===== config.mk =====
export PLATFORM = sky130hd
export DESIGN_NAME = axis_pkt_master
export DESIGN_NICKNAME = d
export VERILOG_FILES = /design/src/rtl/axis_master_pkg.sv /design/src/rtl/axis_sync_fifo.sv /design/src/rtl/axis_pkt_master.sv
export SDC_FILE = /design/constraint.sdc
export NUM_CORES = 1
export LEC_CHECK = 0
export BUFFER_PORTS_ARGS = -buffer_cell sky130_fd_sc_hd__buf_2
export CAP_MARGIN = 20
export CORE_MARGIN = 2
export CORE_UTILIZATION = 65
export CTS_CLUSTER_SIZE = 30
export DETAILED_ROUTE_END_ITERATION = 16
export GPL_ROUTABILITY_DRIVEN = 0
export PLACE_DENSITY_LB_ADDON = 0.08
export SETUP_SLACK_MARGIN = 0.2
export SYNTH_ARGS = -nofsm -noshare
export SYNTH_HDL_FRONTEND = slang
export SYNTH_SLANG_ARGS = --single-unit

===== constraint.sdc =====
create_clock -name M_AXIS_ACLK -period 6.3 [get_ports M_AXIS_ACLK]
set_clock_uncertainty 0.1 [all_clocks]
set_input_delay 0.63 -clock M_AXIS_ACLK [delete_from_list [all_inputs] [get_ports M_AXIS_ACLK]]
set_output_delay 0.63 -clock M_AXIS_ACLK [all_outputs]
set_load 0.01 [all_outputs]

===== src/rtl/axis_master_pkg.sv =====
// axis_master_pkg: shared FSM state type and width helpers for the AXI4-Stream packet master.
package axis_master_pkg;

    typedef enum logic {IDLE = 1'b0, STREAM = 1'b1} state_t;

    function automatic int cnt_w(input int depth);
        return $clog2(depth + 1);
    endfunction

    function automatic int len_w(input int max_len);
        return $clog2(max_len + 1);
    endfunction

endpackage


===== src/rtl/axis_sync_fifo.sv =====
// axis_sync_fifo: first-word fall-through synchronous FIFO; full/empty derived from the count register.
module axis_sync_fifo
    import axis_master_pkg::*;
#(
    parameter int WIDTH = 32,
    parameter int DEPTH = 16
) (
    input  logic                     i_clk,
    input  logic                     i_rst_n,
    input  logic                     i_push,
    input  logic                     i_pop,
    input  logic [WIDTH-1:0]         i_din,
    output logic [WIDTH-1:0]         o_dout,
    output logic [cnt_w(DEPTH)-1:0]  o_count,
    output logic                     o_full,
    output logic                     o_empty
);

    localparam int AW = $clog2(DEPTH);
    localparam int CW = cnt_w(DEPTH);

    logic [WIDTH-1:0] r_mem [DEPTH];
    logic [AW-1:0]    r_wr;
    logic [AW-1:0]    r_rd;
    logic [CW-1:0]    r_count;
    logic             w_push;
    logic             w_pop;

    // A push is refused while full even if a pop happens in the same cycle.
    assign w_push  = i_push && !o_full;
    assign w_pop   = i_pop && !o_empty;
    assign o_dout  = r_mem[r_rd];
    assign o_count = r_count;
    assign o_full  = r_count == CW'(DEPTH);
    assign o_empty = r_count == '0;

    always_ff @(posedge i_clk or negedge i_rst_n) begin
        if (!i_rst_n) begin
            r_wr    <= '0;
            r_rd    <= '0;
            r_count <= '0;
        end else begin
            r_wr    <= r_wr + AW'(w_push);
            r_rd    <= r_rd + AW'(w_pop);
            r_count <= r_count + CW'(w_push) - CW'(w_pop);
        end
    end

    always_ff @(posedge i_clk) begin
        if (w_push) r_mem[r_wr] <= i_din;
    end

endmodule


===== src/rtl/axis_pkt_master.sv =====
// axis_pkt_master: buffers core writes and emits them as fixed-length AXI4-Stream packets.
module axis_pkt_master
    import axis_master_pkg::*;
#(
    parameter int C_M_AXIS_TDATA_WIDTH = 32,
    parameter int FIFO_DEPTH           = 16,
    parameter int MAX_PKT_LEN          = 256
) (
    input  logic                                M_AXIS_ACLK,
    input  logic                                M_AXIS_ARESETN,
    input  logic [C_M_AXIS_TDATA_WIDTH-1:0]     pi_mlp_data,
    input  logic                                pi_write_to_fifo,
    output logic                                po_wr_fifo_done,
    input  logic [len_w(MAX_PKT_LEN)-1:0]       pi_pkt_len,
    output logic                                po_fifo_full,
    output logic [cnt_w(FIFO_DEPTH)-1:0]        po_fifo_count,
    output logic                                po_pkt_done,
    output logic                                M_AXIS_TVALID,
    output logic [C_M_AXIS_TDATA_WIDTH-1:0]     M_AXIS_TDATA,
    output logic [C_M_AXIS_TDATA_WIDTH/8-1:0]   M_AXIS_TSTRB,
    output logic                                M_AXIS_TLAST,
    input  logic                                M_AXIS_TREADY
);

    localparam int LW = len_w(MAX_PKT_LEN);

    state_t        r_state;
    state_t        w_next;
    logic [LW-1:0] r_len;
    logic [LW-1:0] r_beat;
    logic [LW-1:0] w_len;
    logic          r_done;
    logic          r_pkt_done;
    logic          w_accept;
    logic          w_xfer;
    logic          w_empty;

    // The done cycle blocks re-acceptance of a request that is still held high.
    assign w_accept        = pi_write_to_fifo && !po_fifo_full && !r_done;
    assign w_xfer          = M_AXIS_TVALID && M_AXIS_TREADY;
    assign po_wr_fifo_done = r_done;
    assign po_pkt_done     = r_pkt_done;
    assign M_AXIS_TSTRB    = '1;

    axis_sync_fifo #(
        .WIDTH (C_M_AXIS_TDATA_WIDTH),
        .DEPTH (FIFO_DEPTH)
    ) u_fifo (
        .i_clk   (M_AXIS_ACLK),
        .i_rst_n (M_AXIS_ARESETN),
        .i_push  (w_accept),
        .i_pop   (w_xfer),
        .i_din   (pi_mlp_data),
        .o_dout  (M_AXIS_TDATA),
        .o_count (po_fifo_count),
        .o_full  (po_fifo_full),
        .o_empty (w_empty)
    );

    always_comb begin
        w_next        = r_state;
        w_len         = (pi_pkt_len == '0) ? LW'(1) :
                        (pi_pkt_len > LW'(MAX_PKT_LEN)) ? LW'(MAX_PKT_LEN) : pi_pkt_len;
        M_AXIS_TVALID = (r_state == STREAM) && !w_empty;
        M_AXIS_TLAST  = M_AXIS_TVALID && (r_beat == r_len - LW'(1));
        if (r_state == IDLE && !w_empty) w_next = STREAM;
        if (r_state == STREAM && w_xfer && M_AXIS_TLAST) w_next = IDLE;
    end

    always_ff @(posedge M_AXIS_ACLK or negedge M_AXIS_ARESETN) begin
        if (!M_AXIS_ARESETN) begin
            r_state    <= IDLE;
            r_len      <= LW'(1);
            r_beat     <= '0;
            r_done     <= 1'b0;
            r_pkt_done <= 1'b0;
        end else begin
            r_state    <= w_next;
            r_len      <= (r_state == IDLE) ? w_len : r_len;
            r_beat     <= (r_state == IDLE) ? '0 : w_xfer ? r_beat + LW'(1) : r_beat;
            r_done     <= w_accept;
            r_pkt_done <= w_xfer && M_AXIS_TLAST;
        end
    end

endmodule


==> flow_metrics.py <==
metrics = {
    "sta": {
        "setup_tns_ps": 0,
        "finalSetupViolCount": 0,
        "max_freq_ghz": 0.235,
        "relSlewSlack": 0.283,
        "worst_pin_slew_ps": 1070,
        "timing.final.crit_share": 0.676,
        "hold_viol": 0,
        "rsz0062_at_grt": "no",
        "slew_violations": 0,
        "fin_crit_ps": 4260,
        "whs_ps": 42.0,
    },
    "clocking": {
        "cts_max_level": 2,
        "cts_setup_buffers": 0,
        "cts_sinks": 546,
        "clk_pin_slew_ps": 60,
        "cts_root_buf": "clkbuf_16",
        "ctsHoldBuffers": 0,
        "cts_inserted_buffers": 53,
        "insertion_delay_ps": 570,
        "cts_buffer_depth": 3,
        "cts_resized": 0,
        "cts_tree": "done",
    },
    "synthesis": {
        "ys_seq_elements": 546,
        "synth_area_leaders": "edfxtp_1, mux4_2, mux4_1",
        "yosysWarnings": 0,
        "syn_avg_cell_area_um2": 23.9,
        "synthCells": 894,
        "synth-edff-count": 512,
        "synth_area_leader_cell": "edfxtp_1",
        "ys_types": 47,
        "synth_ff_type": "edfxtp_1",
        "async_flop_share": 0.0623,
        "synth_area_um2": 21300,
        "seq_area_frac_synth": 0.761,
        "synth_top_area_share": 0.721,
    },
    "cells_and_area": {
        "nFillCells": 1746,
        "drive_gt1_frac": 0.308,
        "layout_common_cells": "edfxtp_1, mux4_2, buf_2",
        "area_delta_synth_final_pct": 13.2,
        "final_common_cell": "edfxtp_1",
        "final_net_count": 1077,
        "post-route-cell-area_um2": 24100,
        "register_area_um2": 16200,
        "multi_input_area_um2": 4890,
    },
    "grt": {
        "grt_overflow": 0,
        "grt_pass1_vias": 10172,
        "grt_pass1_wl_um": 63100,
        "track_usage": 0.259,
        "grt_max_degree": 56,
        "antenna_found_initial": 3,
    },
    "worst_setup_path": {
        "endpoint_kind": "output pin",
        "cp-start-kind": "flop",
        "path_cells": "buf_4 > mux4_1 > mux4_2 > buf_2",
        "crit_arrival_ps": 3530,
        "reg2reg_depth": 7,
        "crit_cells": 4,
        "cp_slowest_cell": "dfrtp_4",
        "crit_family": "multiplexers",
        "path_class": "flop to output pin",
        "path_max_fanout": 41,
        "critPathBufInv": 2,
        "worstPathRequired_ps": 5570,
        "slowest_delay_ps": 920,
    },
    "routing": {
        "ant_nets": 0,
        "drc_errors": 0,
        "wire_per_inst_um": 28.3,
        "firstDrtPassIters": 7,
        "vias": 9716,
        "vias_per_cell": 6.45,
        "drt-total-wl_um": 42600,
        "drtIter0Drc": 855,
    },
    "floorplanning": {
        "die_x_um": 185,
        "num_io_pins": 91,
        "initial_core_util": 0.657,
        "die_y_um": 185,
        "rows": 66,
        "die-area_um2": 34300,
        "core_um2": 32500,
    },
    "job": {
        "maxCapViolations": 0,
    },
    "power": {
        "powerDensity_nw_per_um2": 441,
        "leakage_uw": 0.00807,
        "ir_drop_mv": 0.319,
        "fin_total_pwr_uw": 10700,
    },
    "hold_path": {
        "hold_path.class": "input pin to async pin",
    },
    "placement": {
        "place_area_um2": 22300,
        "port-buffer-count": 86,
        "hpwl_um": 22700,
    },
    "run_status": {
        "outcome": "finished clean",
    },
}
==> through the flow <==
stage	setup slack (ps)	std cells	utilization
2_1_floorplan	1830	897	-
3_3_place_gp	2620	1404	0.688
3_5_place_dp	2570	1404	0.688
4_1_cts	1930	1504	0.743
5_1_grt	1810	1506	0.744
6_report	2040	1507	0.744
==> cell type report <==
cell class                      instances  share of cell area
Timing Repair Buffer                  111              0.0264
Tap cell                              442              0.0229
Sequential cell                       546               0.672
Antenna cell                            1            0.000104
Multi-Input combinational cell        298               0.203
Clock inverter                         34              0.0142
Clock buffer                           66              0.0599
Inverter                                9             0.00140
==> cells in the mapped netlist, types with 2 or more instances <==
| cell | instances |
|---|---|
| a21oi_1 | 5 |
| a22o_1 | 6 |
| and3_1 | 2 |
| and4_1 | 3 |
| buf_1 | 7 |
| buf_2 | 5 |
| buf_4 | 4 |
| buf_6 | 11 |
| buf_8 | 3 |
| clkbuf_1 | 14 |
| dfrtp_1 | 33 |
| edfxtp_1 | 512 |
| ha_1 | 12 |
| inv_1 | 9 |
| mux4_1 | 50 |
| mux4_2 | 110 |
| nand2_1 | 6 |
| nand2b_1 | 2 |
| nand3_1 | 9 |
| nand3b_1 | 3 |
| nor2_1 | 25 |
| nor3_1 | 7 |
| nor3b_1 | 4 |
| o21ai_0 | 6 |
| xnor2_1 | 12 |
| xor2_1 | 13 |
==> per-layer routing <==
| metal | track usage | vias up | wire length (um) |
|---|---|---|---|
| met1 | 0.368 | 5161 | 16900 |
| met3 | 0.0478 | 57 | 2970 |
| met2 | 0.430 | 414 | 22100 |
| met5 | 0 | - | 21 |
| li1 | - | 4080 | - |
| met4 | 0.0606 | 4 | 648 |
==> worst paths after layout <==
check / from / to / slack (ps)
min in group M_AXIS_ACLK: pi_pkt_len[4] / r_len[4] / 190
hold / removal: M_AXIS_ARESETN / r_beat[1] / 40
setup / recovery: u_fifo.r_rd[0] / M_AXIS_TDATA[2] / 2040
max in group asynchronous: M_AXIS_ARESETN / u_fifo.r_rd[0] / 5470
hold reg to reg: po_wr_fifo_done / po_wr_fifo_done / 430
setup reg to reg: u_fifo.o_count[2] / u_fifo.r_mem[2][9] / 2620
==> power by group <==
group	internal, uW	switching, uW	total [uW]
Clock	1910	1280	3200
Combinational	1450	1350	2800
Sequential	4310	344	4660
==> cells by family after synthesis <==
group	after synthesis	share of synthesized area
DFF	546	0.761
muxes	162	0.179
and+or+nand+nor	72	0.0191
buffers and inverters	53	0.0158
xor gates and xnor gates	26	0.0114
AOI/OAI and AO/OA	21	0.00645
adders and majority gates	13	0.00797
other	1	0.000176
==> flip-flops by register name (all words and copies together) (netlist names) <==
signal / flops
po_pkt_done: 1
po_wr_fifo_done: 1
r_beat: 9
r_len: 9
r_state: 1
u_fifo.o_count: 5
u_fifo.r_mem: 512
u_fifo.r_rd: 4
u_fifo.r_wr: 4
Note: power is estimated with default switching activity, not from simulation.
